<file path="src/rtl/soc_test_mailbox_pkg.sv">
`default_nettype none
// ============================================================================
//  Module      : soc_test_mailbox_pkg
//  Description : Register offsets, response type and byte-enable helper for
//                the test-status mailbox.
//  Revision    : 1.0 - initial release
// ============================================================================
package soc_test_mailbox_pkg;

    localparam logic [11:0] OFS_FLAG   = 12'h000;
    localparam logic [11:0] OFS_RESULT = 12'h004;
    localparam logic [11:0] OFS_SIGNAL = 12'h008;
    localparam logic [11:0] OFS_CYCLES = 12'h00C;
    localparam logic [11:0] OFS_WDOG   = 12'h010;

    typedef struct packed {
        logic        valid;
        logic        err;
        logic [31:0] rdata;
    } resp_t;

    // Merge write data into an existing word, one byte lane per enable bit
    function automatic logic [31:0] apply_be(
        input logic [31:0] old_val,
        input logic [31:0] wdata,
        input logic [3:0]  be
    );
        logic [31:0] merged;
        merged = old_val;
        for (int i = 0; i < 4; i++) begin
            if (be[i]) begin
                merged[8*i +: 8] = wdata[8*i +: 8];
            end
        end
        return merged;
    endfunction

endpackage
`default_nettype wire

</file>
<file path="src/rtl/soc_test_mailbox_if.sv">
`default_nettype none
// ============================================================================
//  Module      : soc_test_mailbox_if
//  Description : Core data-bus request/response bundle seen by the mailbox.
//  Revision    : 1.0 - initial release
// ============================================================================
interface soc_test_mailbox_if;

    logic        data_req_i;
    logic        data_gnt_o;
    logic        data_rvalid_o;
    logic [31:0] data_addr_i;
    logic        data_we_i;
    logic [3:0]  data_be_i;
    logic [31:0] data_wdata_i;
    logic [31:0] data_rdata_o;
    logic        data_err_o;

    modport master (
        output data_req_i,
        output data_addr_i,
        output data_we_i,
        output data_be_i,
        output data_wdata_i,
        input  data_gnt_o,
        input  data_rvalid_o,
        input  data_rdata_o,
        input  data_err_o
    );

    modport slave (
        input  data_req_i,
        input  data_addr_i,
        input  data_we_i,
        input  data_be_i,
        input  data_wdata_i,
        output data_gnt_o,
        output data_rvalid_o,
        output data_rdata_o,
        output data_err_o
    );

endinterface
`default_nettype wire

</file>
<file path="src/rtl/mailbox_watchdog.sv">
`default_nettype none
// ============================================================================
//  Module      : mailbox_watchdog
//  Description : Saturating cycle counter with equality-compare expiry pulse.
//  Revision    : 1.0 - initial release
// ============================================================================
module mailbox_watchdog (
    input  wire logic        clk_i,
    input  wire logic        rst_ni,
    input  wire logic        count_en_i,
    input  wire logic [31:0] limit_i,
    output logic [31:0]      cycles_o,
    output logic             expire_o
);

    logic [31:0] r_cycles;
    logic        w_saturated;
    logic [32:0] w_cycles_inc;

    assign w_saturated  = &r_cycles;
    assign w_cycles_inc = {1'b0, r_cycles} + 33'd1;

    // Equality only: a limit lowered below the running count never fires
    assign expire_o = count_en_i && (limit_i != 32'd0) &&
                      (w_cycles_inc == {1'b0, limit_i});

    always_ff @(posedge clk_i or negedge rst_ni) begin
        if (!rst_ni) begin
            r_cycles <= 32'd0;
        end else if (count_en_i && !w_saturated) begin
            r_cycles <= w_cycles_inc[31:0];
        end
    end

    assign cycles_o = r_cycles;

endmodule
`default_nettype wire

</file>
<file path="src/rtl/soc_test_mailbox.sv">
`default_nettype none
// ============================================================================
//  Module      : soc_test_mailbox
//  Description : Memory-mapped test-status responder with completion flag,
//                result word, signal bit, cycle counter and watchdog.
//  Revision    : 1.0 - initial release
// ============================================================================
module soc_test_mailbox
    import soc_test_mailbox_pkg::*;
#(
    parameter logic [31:0] BASE_ADDR       = 32'h0010_0000,
    parameter logic [31:0] TIMEOUT_DEFAULT = 32'd100,
    parameter logic [31:0] TIMEOUT_CODE    = 32'h0000_0002,
    parameter logic [31:0] TIMEOUT_RESULT  = 32'hDEAD_BEEF
) (
    input  wire logic         clk_i,
    input  wire logic         rst_ni,
    input  wire logic         fetch_enable_i,
    soc_test_mailbox_if.slave bus,
    output logic [31:0]       mem_flag,
    output logic [31:0]       mem_result,
    output logic              signal,
    output logic              timeout_o
);

    logic [31:0] r_flag;
    logic [31:0] r_result;
    logic [31:0] r_wdog;
    logic        r_signal;
    logic        r_timeout;
    resp_t       r_resp;

    resp_t       w_resp_next;
    logic [11:0] w_ofs;
    logic        w_reg_mapped;
    logic        w_hit;
    logic        w_wr;
    logic        w_rd;
    logic [31:0] w_flag_merged;
    logic        w_fw_flag_set;
    logic        w_count_en;
    logic [31:0] w_cycles;
    logic        w_expire;
    logic [31:0] w_rd_mux;

    assign bus.data_gnt_o = bus.data_req_i;
    assign w_ofs          = bus.data_addr_i[11:0];

    always_comb begin
        w_reg_mapped = 1'b0;
        case (w_ofs)
            OFS_FLAG, OFS_RESULT, OFS_SIGNAL, OFS_CYCLES, OFS_WDOG: w_reg_mapped = 1'b1;
            default:                                                 w_reg_mapped = 1'b0;
        endcase
    end

    assign w_hit = (bus.data_addr_i[31:12] == BASE_ADDR[31:12]) &&
                   (bus.data_addr_i[1:0] == 2'b00) && w_reg_mapped;
    assign w_wr  = bus.data_req_i &&  bus.data_we_i && w_hit;
    assign w_rd  = bus.data_req_i && !bus.data_we_i && w_hit;

    // A firmware FLAG write only counts as completion if it leaves FLAG non-zero
    assign w_flag_merged = apply_be(r_flag, bus.data_wdata_i, bus.data_be_i);
    assign w_fw_flag_set = w_wr && (w_ofs == OFS_FLAG) && (r_flag == 32'd0) &&
                           (w_flag_merged != 32'd0);
    assign w_count_en    = fetch_enable_i && (r_flag == 32'd0);

    mailbox_watchdog u_watchdog (
        .clk_i      (clk_i),
        .rst_ni     (rst_ni),
        .count_en_i (w_count_en),
        .limit_i    (r_wdog),
        .cycles_o   (w_cycles),
        .expire_o   (w_expire)
    );

    always_ff @(posedge clk_i or negedge rst_ni) begin
        if (!rst_ni) begin
            r_flag    <= 32'd0;
            r_result  <= 32'd0;
            r_wdog    <= TIMEOUT_DEFAULT;
            r_signal  <= 1'b0;
            r_timeout <= 1'b0;
        end else begin
            if (w_fw_flag_set) begin
                r_flag <= w_flag_merged;
            end
            if (w_wr && (w_ofs == OFS_RESULT) && (r_flag == 32'd0)) begin
                r_result <= apply_be(r_result, bus.data_wdata_i, bus.data_be_i);
            end
            if (w_wr && (w_ofs == OFS_SIGNAL) && bus.data_be_i[0]) begin
                r_signal <= bus.data_wdata_i[0];
            end
            if (w_wr && (w_ofs == OFS_WDOG)) begin
                r_wdog <= apply_be(r_wdog, bus.data_wdata_i, bus.data_be_i);
            end
            // Expiry overrides a same-cycle RESULT write but yields to a FLAG write
            if (w_expire && !w_fw_flag_set) begin
                r_flag    <= TIMEOUT_CODE;
                r_result  <= TIMEOUT_RESULT;
                r_timeout <= 1'b1;
            end
        end
    end

    always_comb begin
        w_rd_mux = 32'd0;
        case (w_ofs)
            OFS_FLAG:   w_rd_mux = r_flag;
            OFS_RESULT: w_rd_mux = r_result;
            OFS_SIGNAL: w_rd_mux = {31'd0, r_signal};
            OFS_CYCLES: w_rd_mux = w_cycles;
            OFS_WDOG:   w_rd_mux = r_wdog;
            default:    w_rd_mux = 32'd0;
        endcase
    end

    always_comb begin
        w_resp_next       = '0;
        w_resp_next.valid = bus.data_req_i;
        w_resp_next.err   = bus.data_req_i && !w_hit;
        w_resp_next.rdata = w_rd ? w_rd_mux : 32'd0;
    end

    always_ff @(posedge clk_i or negedge rst_ni) begin
        if (!rst_ni) begin
            r_resp <= '0;
        end else begin
            r_resp <= w_resp_next;
        end
    end

    assign bus.data_rvalid_o = r_resp.valid;
    assign bus.data_err_o    = r_resp.err;
    assign bus.data_rdata_o  = r_resp.rdata;

    assign mem_flag   = r_flag;
    assign mem_result = r_result;
    assign signal     = r_signal;
    assign timeout_o  = r_timeout;

endmodule
`default_nettype wire

</file>
<file path="src/flat_wrapper.sv">
// flat-port wrapper written by rule: the top's interface ports become plain ports
module soc_test_mailbox_flat import soc_test_mailbox_pkg::*;
#(
    parameter logic [31:0] BASE_ADDR       = 32'h0010_0000,
    parameter logic [31:0] TIMEOUT_DEFAULT = 32'd100,
    parameter logic [31:0] TIMEOUT_CODE    = 32'h0000_0002,
    parameter logic [31:0] TIMEOUT_RESULT  = 32'hDEAD_BEEF
)
  (clk_i, rst_ni, fetch_enable_i, mem_flag, mem_result, signal, timeout_o, bus_data_req_i, bus_data_addr_i, bus_data_we_i, bus_data_be_i, bus_data_wdata_i, bus_data_gnt_o, bus_data_rvalid_o, bus_data_rdata_o, bus_data_err_o);
  soc_test_mailbox_if bus_i ();
  input  wire logic clk_i;
  input  wire logic rst_ni;
  input  wire logic fetch_enable_i;
  output logic [31:0] mem_flag;
  output logic [31:0] mem_result;
  output logic signal;
  output logic timeout_o;
  input wire logic [$bits(bus_i.data_req_i)-1:0] bus_data_req_i;
  input wire logic [$bits(bus_i.data_addr_i)-1:0] bus_data_addr_i;
  input wire logic [$bits(bus_i.data_we_i)-1:0] bus_data_we_i;
  input wire logic [$bits(bus_i.data_be_i)-1:0] bus_data_be_i;
  input wire logic [$bits(bus_i.data_wdata_i)-1:0] bus_data_wdata_i;
  output wire logic [$bits(bus_i.data_gnt_o)-1:0] bus_data_gnt_o;
  output wire logic [$bits(bus_i.data_rvalid_o)-1:0] bus_data_rvalid_o;
  output wire logic [$bits(bus_i.data_rdata_o)-1:0] bus_data_rdata_o;
  output wire logic [$bits(bus_i.data_err_o)-1:0] bus_data_err_o;
  assign bus_i.data_req_i = bus_data_req_i;
  assign bus_i.data_addr_i = bus_data_addr_i;
  assign bus_i.data_we_i = bus_data_we_i;
  assign bus_i.data_be_i = bus_data_be_i;
  assign bus_i.data_wdata_i = bus_data_wdata_i;
  assign bus_data_gnt_o = bus_i.data_gnt_o;
  assign bus_data_rvalid_o = bus_i.data_rvalid_o;
  assign bus_data_rdata_o = bus_i.data_rdata_o;
  assign bus_data_err_o = bus_i.data_err_o;
  soc_test_mailbox #(.BASE_ADDR(BASE_ADDR), .TIMEOUT_DEFAULT(TIMEOUT_DEFAULT), .TIMEOUT_CODE(TIMEOUT_CODE), .TIMEOUT_RESULT(TIMEOUT_RESULT)) u_core (.clk_i(clk_i), .rst_ni(rst_ni), .fetch_enable_i(fetch_enable_i), .bus(bus_i), .mem_flag(mem_flag), .mem_result(mem_result), .signal(signal), .timeout_o(timeout_o));
endmodule
</file>
<file path="config.mk">
export PLATFORM = sky130hd
export DESIGN_NAME = soc_test_mailbox_flat
export DESIGN_NICKNAME = d
export VERILOG_FILES = /design/src/rtl/soc_test_mailbox_pkg.sv /design/src/rtl/soc_test_mailbox_if.sv /design/src/rtl/mailbox_watchdog.sv /design/src/rtl/soc_test_mailbox.sv /design/src/flat_wrapper.sv
export SDC_FILE = /design/constraint.sdc
export NUM_CORES = 1
export LEC_CHECK = 0
export BUFFER_PORTS_ARGS = -buffer_cell sky130_fd_sc_hd__buf_2
export CAP_MARGIN = 10
export CORE_MARGIN = 4
export CORE_UTILIZATION = 55
export DETAILED_ROUTE_END_ITERATION = 16
export GPL_TIMING_DRIVEN = 0
export PLACE_DENSITY = 0.92
export SLEW_MARGIN = 10
export SYNTH_ARGS = -nofsm -noshare
export SYNTH_HDL_FRONTEND = slang
export SYNTH_HIERARCHICAL = 1
export SYNTH_SLANG_ARGS = --single-unit
export TNS_END_PERCENT = 50
</file>
<file path="constraint.sdc">
create_clock -name clk_i -period 7.85 [get_ports clk_i]
set_clock_uncertainty 0.15 [all_clocks]
set_input_delay 1.1775 -clock clk_i [delete_from_list [all_inputs] [get_ports clk_i]]
set_output_delay 1.1775 -clock clk_i [all_outputs]
set_load 0.05 [all_outputs]
</file>
==> impl_metrics.yaml, run 1 <==
floorplanning:
  core_sq_um: 14600
  fp.dieH_um: 131
  start_util_pct: 56.6
  ios: 174
  placementRows: 44
  dieArea_sq_um: 17100
  chipWidth_um: 131
drt:
  totalWireLength_mm: 27.5
  via_count: 7759
  highest_layer: "met5"
  dr.pass1.iters: 9
  drt_iter0_markers: 1336
  wl_per_cell_um: 24.0
  remaining_drc_errors: 0
  viasPerCell: 6.78
  wl_met1_mm: 9.86
  postRouteAntennaNets: 0
  route.met3.wl_mm: 3.47
  dr_wl_met2_mm: 12.6
critical_path:
  critical_path.slowest_cell: "nor4_1"
  crit_path_end_kind: "register"
  cp_max_fo: 10
  cpMostUsedCell: "nor4_1"
  r2r_cells: 11
  start_kind: "register"
  required_ps: 8020
  cp-startpoint: "u_core/mem_flag[2]"
  rr_endpoint: "u_core/mem_flag[19]"
  critPathCapture: "u_core/mem_flag[19]"
  cp.arrival_ps: 4390
  r2r-start: "u_core/mem_flag[2]"
  r2r_slack_ps: 3630
  path_cells: "nor4_1, nand3_1, nor3_4, and2_1, o31ai_4, nor4_1, nand4_1, nor4_2, inv_1, clkbuf_1, a22o_1"
  worstSetupPathType: "reg -> reg"
  cp_slowest_stage_delay_ps: 660
synthesis:
  netlist_area_sq_um: 8290
  ys_ff_latch: 164
  avgSynthCellArea_sq_um: 10.9
  syn_inst: 760
  synth-seq-area-share_pct: 49.5
  synth_compound_area_share_pct: 12.5
  synth-edff-count: 0
  yosys.area_share.xor_xnor_pct: 8.34
  ys_dominant_reg_cell: "dfrtp_1"
  yosys.area_share.simple_pct: 17.2
  synthAdderAreaFrac_pct: 0.151
  yosysUniqueCellTypes: 62
  async_flop_share_pct: 100
  synth_top_family_by_area: "simple AND/OR/NAND/NOR gates"
  synth_nets: 834
  synth_mux_area_share_pct: 9.35
  yosys_warnings: 6
global_route:
  grt_max_degree: 100
  grt_usage_pct: 32.9
  grt_overflow: 0
  grt_pass1_wl_mm: 42.6
  antenna_found_initial: 1
  grt_pass1_vias: 7543
power:
  internal_power_mw: 1.30
  combPwrFrac_pct: 3.7
  swShare_pct: 22.4
  p_leak_nw: 5.07
  max-vdd-ir-drop_mv: 0.157
  p_total_mw: 1.67
  p_clk_share_pct: 45.6
  net-switching-power_mw: 0.375
  power_density_nw_per_um2: 168
  seqPwrFrac_pct: 50.6
finish:
  syn_to_final_growth_pct: 19.8
  final_cell_mix: "182 x buf_2, 161 x dfrtp_1, 94 x nand2_1"
  diodes: 0
  final_common_cell: "buf_2"
  final_nets: 1024
  fin_util_pct: 67.9
  layout-drive-gt1-share_pct: 30.1
timing:
  rsz0062_at_grt: "no"
  fmax_ghz: 0.237
  drv_slew: 0
  period_needed_ps: 4220
  tightestPinTransition_ps: 945
  min_period_over_period_pct: 53.7
  setup_tns_ps: 0
  setup_viol: 0
  slew_headroom_pct: 36.5
  hold_viol_final: 0
cts:
  cts-buffers-inserted: 17
  hold_buffers: 0
  cts_root_buffer: "clkbuf_16"
  clk_latency_ps: 430
  htreeDepth: 4
  cts_max_path_buffers: 2
  cts_resized: 0
  cts.clk_slew.worst_paths_ps: 60
  clock_sinks: 164
  cts_tree: "done"
  post_cts_buffers: 0
run_status:
  outcome: "complete, no violations"
placed_design:
  dp_hpwl_mm: 19.9
  io_buffer_count: 170
  place.gp.congestion: 0.992
job:
  max-cap-violations: 0
worst_hold_path:
  hold_path_class: "reg -> reg"
## routing by layer
layer / GRT usage [%] / vias to the layer above
met5: 0 / -
met1: 42.6 / 3689
met4: 17.8 / 2
li1: - / 3215
met2: 50.2 / 683
met3: 9.51 / 170
## cells in the mapped netlist (13+ instances only)
| cell type | count | share of area (%) |
|---|---|---|
| a21oi_1 | 38 | 2.3 |
| a222oi_1 | 32 | 3.9 |
| a22o_1 | 32 | 3.4 |
| buf_2 | 13 | 0.78 |
| clkbuf_1 | 26 | 1.2 |
| dfrtp_1 | 161 | 49 |
| mux2_2 | 44 | 6.0 |
| mux2i_1 | 28 | 3.4 |
| nand2_1 | 94 | 4.3 |
| nand3_1 | 19 | 1.1 |
| nand4_1 | 16 | 1.2 |
| nor2_1 | 24 | 1.1 |
| nor3_1 | 14 | 0.84 |
| nor4_1 | 32 | 2.4 |
| xnor2_1 | 52 | 5.5 |
| xor2_1 | 27 | 2.9 |
## power by group through the flow
stage | Combinational (mW) | Clock (mW) | Sequential, mW
finish | 0.0625 | 0.763 | 0.846
global route | 0.0690 | 0.804 | 0.846
CTS | 0.0625 | 0.765 | 0.846
detailed placement | 0.0623 | 0 | 0.861
global placement | 0.0591 | 0 | 0.862
floorplan | 0.0102 | 0 | 0.864
## how the worst min path moves through the flow
| stage | startpoint | end | slack [ps] | cells past startpoint |
|---|---|---|---|---|
| floorplan | u_core/u_watchdog/cycles_o[30] | u_core/u_watchdog/cycles_o[30] | 340 | 1 |
| global placement | u_core/timeout_o | u_core/timeout_o | 300 | 1 |
| detailed placement | u_core/timeout_o | u_core/timeout_o | 310 | 1 |
| CTS | u_core/timeout_o | u_core/timeout_o | 320 | 1 |
| global route | u_core/timeout_o | u_core/timeout_o | 360 | 1 |
| finish | u_core/timeout_o | u_core/timeout_o | 330 | 1 |
## sequential cells by signal (all words and copies together), names as in the netlist
name                        cells
u_core/bus.data_err_o           1
u_core/bus.data_rdata_o        32
u_core/bus.data_rvalid_o        1
u_core/mem_flag                32
u_core/mem_result              32
u_core/r_wdog                  32
u_core/signal                   1
u_core/timeout_o                1
u_core/u_watchdog/cycles_o     32
## cell families (layout without fill, tap and decap cells)
logic type,after synthesis,after routing
xor gates and xnor gates,79,79
muxes,72,72
adders and majority gates,1,1
DFF,164,164
AOI/OAI and AO/OA,131,131
and+or+nand+nor,258,258
buffers and inverters,55,256
## cell type report
class,count,area (sq um)
flip-flops and latches,164,4110
clock buffers,21,440
inverters,10,37.5
clock inverters,9,85.1
well taps,184,230
fillers,1070,4710
repair buffers,171,888
plain buffers,45,205
multi-input cells,541,3940
## metrics by stage
stage               area (sq um)  std cells  setup WS [ps]  hold WS (ps)
finish                      9940       1145           3630           326
global route                9940       1145           3640           363
CTS                         9940       1145           3870           324
detailed placement          9410       1115           3840           305
global placement            9380       1114           3080           298
floorplan                   8290        760           4360           343
## worst max-delay path, delay by kind of cell (launching register included)
kind | cells | cell delay (ps)
flip-flops | 1 | 440
buffers and inverters | 2 | 520
AO/OA/AOI/OAI | 2 | 500
AND/OR/NAND/NOR | 7 | 2490
Note: power is estimated with default switching activity, not from simulation.
==> inputs of run 2 (changes only) <==
==> constraint.sdc (replaced) <==
create_clock -name clk_i -period 4.2 [get_ports clk_i]
set_clock_uncertainty 0.15 [all_clocks]
set_input_delay 0.63 -clock clk_i [delete_from_list [all_inputs] [get_ports clk_i]]
set_output_delay 0.63 -clock clk_i [all_outputs]
set_load 0.05 [all_outputs]
==> run 2 against run 1 <==
Count of clock-buffer cells in the layout is the same; largest power group unchanged; cell area is essentially flat; register-to-register slack lost 3600 ps; sequential power grew 87%; critical path type unchanged.
==> impl_metrics.yaml, run 2 (synthesis results as in run 1) <==
timing:
  hold_viol_final: 0
  period_needed_ps: 4140
  min_period_over_period_pct: 98.6
  drv_slew: 0
  setup_viol: 0
  tightestPinTransition_ps: 946
  slew_headroom_pct: 36.4
  fmax_ghz: 0.242
  setup_ws_ps: 59.5
  rsz0062_at_grt: "no"
worst_hold_path:
  hold_path_class: "in -> async"
global_route:
  grt_overflow: 0
  grt_pass1_wl_mm: 42.6
  antenna_found_initial: 1
  grt_usage_pct: 32.9
  grt_max_degree: 100
  grt_pass1_vias: 7543
power:
  power_density_nw_per_um2: 314
  p_leak_nw: 5.07
  internal_power_mw: 2.42
  seqPwrFrac_pct: 50.7
  swShare_pct: 22.3
  max-vdd-ir-drop_mv: 0.289
  combPwrFrac_pct: 3.8
  net-switching-power_mw: 0.695
  p_clk_share_pct: 45.5
finish:
  multi_input_area_sq_um: 3950
  final_nets: 1024
  fin_util_pct: 67.9
  final_common_cell: "buf_2"
  layout-drive-gt1-share_pct: 30.1
  diodes: 0
  regArea_sq_um: 4110
  fillers: 1070
  syn_to_final_growth_pct: 19.9
  final_cell_mix: "182 x buf_2, 161 x dfrtp_1, 94 x nand2_1"
floorplanning:
  placementRows: 44
  dieArea_sq_um: 17100
  start_util_pct: 56.6
  ios: 174
  fp.dieH_um: 131
  core_sq_um: 14600
  chipWidth_um: 131
cts:
  cts_root_buffer: "clkbuf_16"
  cts-buffers-inserted: 17
  clock_sinks: 164
  cts_max_path_buffers: 2
  htreeDepth: 4
  cts_tree: "done"
  hold_buffers: 0
  clk_latency_ps: 430
  cts.clk_slew.worst_paths_ps: 60
critical_path:
  crit_path_end_kind: "register"
  cp_max_fo: 10
  critical_path.slowest_cell: "nor4_1"
  cpMostUsedCell: "nor4_1"
  path_cells: "nor4_1, nand3_1, nor3_4, and2_1, o31ai_4, nor4_1, nand4_1, nor4_4, inv_1, clkbuf_1, a22o_1"
  start_kind: "register"
  required_ps: 4360
  r2r_cells: 11
  r2r_slack_ps: 60
  worstSetupPathType: "reg -> reg"
  cp.arrival_ps: 4300
  cp_slowest_stage_delay_ps: 680
drt:
  wl_per_cell_um: 24.0
  totalWireLength_mm: 27.5
  remaining_drc_errors: 0
  postRouteAntennaNets: 0
  drt_iter0_markers: 1268
  viasPerCell: 6.79
  dr.pass1.iters: 7
  via_count: 7773
placed_design:
  io_buffer_count: 170
  dp_hpwl_mm: 19.9
  place_ws_ps: 255
  place.gp.congestion: 0.992
job:
  max-cap-violations: 0
run_status:
  outcome: "complete, no violations"
## run 2: area by class of cell
| class | instances | share of cell area (%) |
|---|---|---|
| buffer | 45 | 2.06 |
| clock buffer | 21 | 4.43 |
| clock inverter | 9 | 0.855 |
| inverter | 10 | 0.377 |
| multi-input combinational | 541 | 39.7 |
| sequential | 164 | 41.3 |
| tap | 184 | 2.31 |
| timing repair buffer | 171 | 8.93 |
## run 2: path summary, 6_finish.rpt
check,start,end
max in group asynchronous,rst_ni,u_core/r_wdog[2]
min reg2reg,u_core/timeout_o,u_core/timeout_o
max,u_core/mem_flag[2],u_core/mem_flag[19]
min in group clk_i,bus_data_req_i,u_core/bus.data_rvalid_o
min,rst_ni,u_core/mem_flag[3]
max reg2reg,u_core/mem_flag[2],u_core/mem_flag[19]
## run 2: repair_timing
item,4_1_cts,5_1_grt
gates resized for setup,0,1
setup buffers,0,0
endpoints found under the setup margin,0,3
## run 2: metrics by stage
stage / hold slack [ps] / TNS (ps) / instance area [sq um] / cells / power (mW)
4_1_cts: 94.2 / 0 / 9940 / 1145 / 3.13
3_3_place_gp: 298 / -2580 / 9380 / 1114 / 1.72
3_5_place_dp: 305 / 0 / 9410 / 1115 / 1.73
6_report: 63.6 / 0 / 9950 / 1145 / 3.12
2_1_floorplan: 184 / 0 / 8290 / 760 / 1.63
5_1_grt: 124 / 0 / 9950 / 1145 / 3.21
## run 2: worst max-delay path: cells and delay by family, from the launching register on
family          cells  cell delay (ps)
simple gates        7             2460
compound gates      2              490
buf+inv             2              480
flops               1              440
## run 2: layer usage
metal | GRT usage [%] | up-vias | share of wire (%)
li1 | - | 3222 | -
met4 | 17.8 | 2 | 5.6
met2 | 50.2 | 657 | 46
met3 | 9.51 | 169 | 12
met5 | 0 | - | 0.047
met1 | 42.6 | 3723 | 36
## run 2: power groups by stage
| stage | clock network [mW] | logic [mW] | registers [mW] |
|---|---|---|---|
| finish | 1.42 | 0.117 | 1.58 |
| global placement | 0 | 0.110 | 1.61 |
| global route | 1.50 | 0.129 | 1.58 |
| detailed placement | 0 | 0.116 | 1.61 |
| floorplan | 0 | 0.0191 | 1.61 |
| CTS | 1.43 | 0.117 | 1.58 |
==> inputs of run 3 (changes only) <==
--- a/config.mk
+++ b/config.mk
@@ -8,10 +8,11 @@
 export BUFFER_PORTS_ARGS = -buffer_cell sky130_fd_sc_hd__buf_2
 export CAP_MARGIN = 10
 export CORE_MARGIN = 4
-export CORE_UTILIZATION = 55
+export CORE_UTILIZATION = 40
 export DETAILED_ROUTE_END_ITERATION = 16
 export GPL_TIMING_DRIVEN = 0
-export PLACE_DENSITY = 0.92
+export PLACE_DENSITY = 0.73
+export SETUP_SLACK_MARGIN = 0.2
 export SLEW_MARGIN = 10
 export SYNTH_ARGS = -nofsm -noshare
 export SYNTH_HDL_FRONTEND = slang
==> run 3 against run 2 <==
Critical path depth increased by 2; largest power group unchanged; largest cell class unchanged; count of clock-buffer cells in the layout is 4 lower; final cell count increased by 7.9%.
==> impl_metrics.yaml, run 3 (synthesis results as in run 1) <==
run_status:
  outcome: "complete, no violations"
power:
  combPwrFrac_pct: 3.8
  internal_power_mw: 2.39
  p_clk_share_pct: 46.3
  net-switching-power_mw: 0.778
  power_density_nw_per_um2: 313
  p_total_mw: 3.17
  seqPwrFrac_pct: 49.9
  max-vdd-ir-drop_mv: 0.274
  p_leak_nw: 5.10
  swShare_pct: 24.6
drt:
  via_count: 7346
  dr.pass1.iters: 10
  remaining_drc_errors: 0
  totalWireLength_mm: 27.2
  viasPerCell: 5.95
  postRouteAntennaNets: 0
  wl_per_cell_um: 22.0
  drt_iter0_markers: 959
timing:
  rsz0062_at_grt: "yes"
  drv_slew: 0
  fmax_ghz: 0.263
  slew_headroom_pct: 33.2
  tightestPinTransition_ps: 994
  setup_tns_ps: 0
  setup_viol: 0
  hold_viol_final: 0
  min_period_over_period_pct: 90.5
  period_needed_ps: 3800
cts:
  clock_sinks: 164
  htreeDepth: 4
  cts_root_buffer: "clkbuf_16"
  cts_max_path_buffers: 2
  clk_latency_ps: 440
  cts.clk_slew.worst_paths_ps: 70
  cts-buffers-inserted: 17
  cts_tree: "done"
critical_path:
  r2r-start: "u_core/u_watchdog/cycles_o[0]"
  required_ps: 4370
  worstSetupPathType: "reg -> reg"
  crit_path_end_kind: "register"
  start_kind: "register"
  r2r_cells: 13
  r2r_slack_ps: 400
  rr_endpoint: "u_core/mem_flag[16]"
  cp_max_fo: 10
  cp.arrival_ps: 3970
floorplanning:
  fp.dieH_um: 152
  ios: 174
  dieArea_sq_um: 23100
  start_util_pct: 40.9
  placementRows: 52
  core_sq_um: 20300
  chipWidth_um: 152
placed_design:
  place.gp.congestion: 0.934
  dp_hpwl_mm: 20.5
  io_buffer_count: 170
  placed_cells: 1201
worst_hold_path:
  worstHoldEndpoint: "u_core/bus.data_rvalid_o"
  min_delay_path_depth: 1
  hold_path_class: "in -> reg"
  hp-start: "bus_data_req_i"
finish:
  fin_util_pct: 49.8
  regArea_sq_um: 4110
  fillers: 1892
  layout-drive-gt1-share_pct: 31.4
  diodes: 0
  multi_input_area_sq_um: 3970
  instances_no_fill: 1235
  syn_to_final_growth_pct: 22.0
  final_nets: 1026
  final_common_cell: "buf_2"
  final_cell_mix: "182 x buf_2, 160 x dfrtp_1, 94 x nand2_1"
global_route:
  grt_pass1_wl_mm: 42.3
  grt_pass1_vias: 7198
  grt_usage_pct: 23.1
  grt_overflow: 0
  grt_max_degree: 102
  antenna_found_initial: 0
job:
  max-cap-violations: 0
[run 3: cell types whose count changed in the layout (fill, tap and decap cells not counted), sizes merged]
cell / previous run / this run
buf: 189 / 190
bufinv: 1 / 0
clkbuf: 48 / 44
inv: 10 / 17
dlygate4sd3: 0 / 1
[run 3: worst max-delay path by stage]
stage                                             start                     endpoint  slack (ps)  depth (start not counted)
final                     u_core/u_watchdog/cycles_o[0]          u_core/mem_flag[16]         400                         13
after global placement                           rst_ni  u_core/bus.data_rdata_o[21]        -110                          1
after floorplan                     u_core/mem_flag[25]           u_core/mem_flag[0]         710                         11
after detailed placement            u_core/mem_flag[16]          u_core/mem_flag[19]         200                         11
after CTS                           u_core/mem_flag[25]          u_core/mem_flag[16]         200                         11
after global routing      u_core/u_watchdog/cycles_o[0]          u_core/mem_flag[16]         190                         13
[run 3: routing by layer]
layer | track usage, % | share of wire, % | vias up
li1 | - | - | 3220
met1 | 31.6 | 42 | 3680
met2 | 36.3 | 47 | 384
met3 | 4.58 | 7.2 | 62
met4 | 9.20 | 3.2 | 0
met5 | 0 | 0 | -
[run 3: layout make-up]
cell class	instances	share of cell area (%)
buffer	45	2.07
clock buffer	17	4.20
clock inverter	15	1.21
inverter	10	0.371
multi-input combinational	541	39.2
sequential	164	40.6
tap	270	3.34
timing repair buffer	173	8.95
[run 3: power groups by stage]
stage / registers, mW / clock network (mW) / logic [mW]
floorplan: 1.61 / 0 / 0.0191
global placement: 1.61 / 0 / 0.113
detailed placement: 1.61 / 0 / 0.119
CTS: 1.58 / 1.48 / 0.120
global route: 1.58 / 1.55 / 0.132
finish: 1.58 / 1.47 / 0.119
[run 3: metrics by stage]
step	cell area [sq um]	setup WS (ps)	hold slack [ps]
2_1_floorplan	8290	712	184
3_3_place_gp	9480	-114	299
3_5_place_dp	9520	195	310
4_1_cts	10100	201	187
5_1_grt	10100	187	198
6_report	10100	398	195
[run 3: worst max-delay path, cell delays in order, from the launching register on]
cell,delay (ps)
dfrtp_2,440
ha_1,270
and4_1,210
buf_4,170
and4_1,210
buf_4,160
a31oi_1,110
or3_1,390
nor4_1,270
nand4_1,180
nor4_4,410
inv_1,150
clkbuf_2,260
a22o_1,300
[run 3: what timing repair did]
action,in CTS,in global routing
gates cloned,0,0
resized for setup,1,10
hold buffers,1,0
pin swaps,0,2
setup buffers,0,1
endpoints found under the hold margin,54,0
setup endpoints to repair,12,36
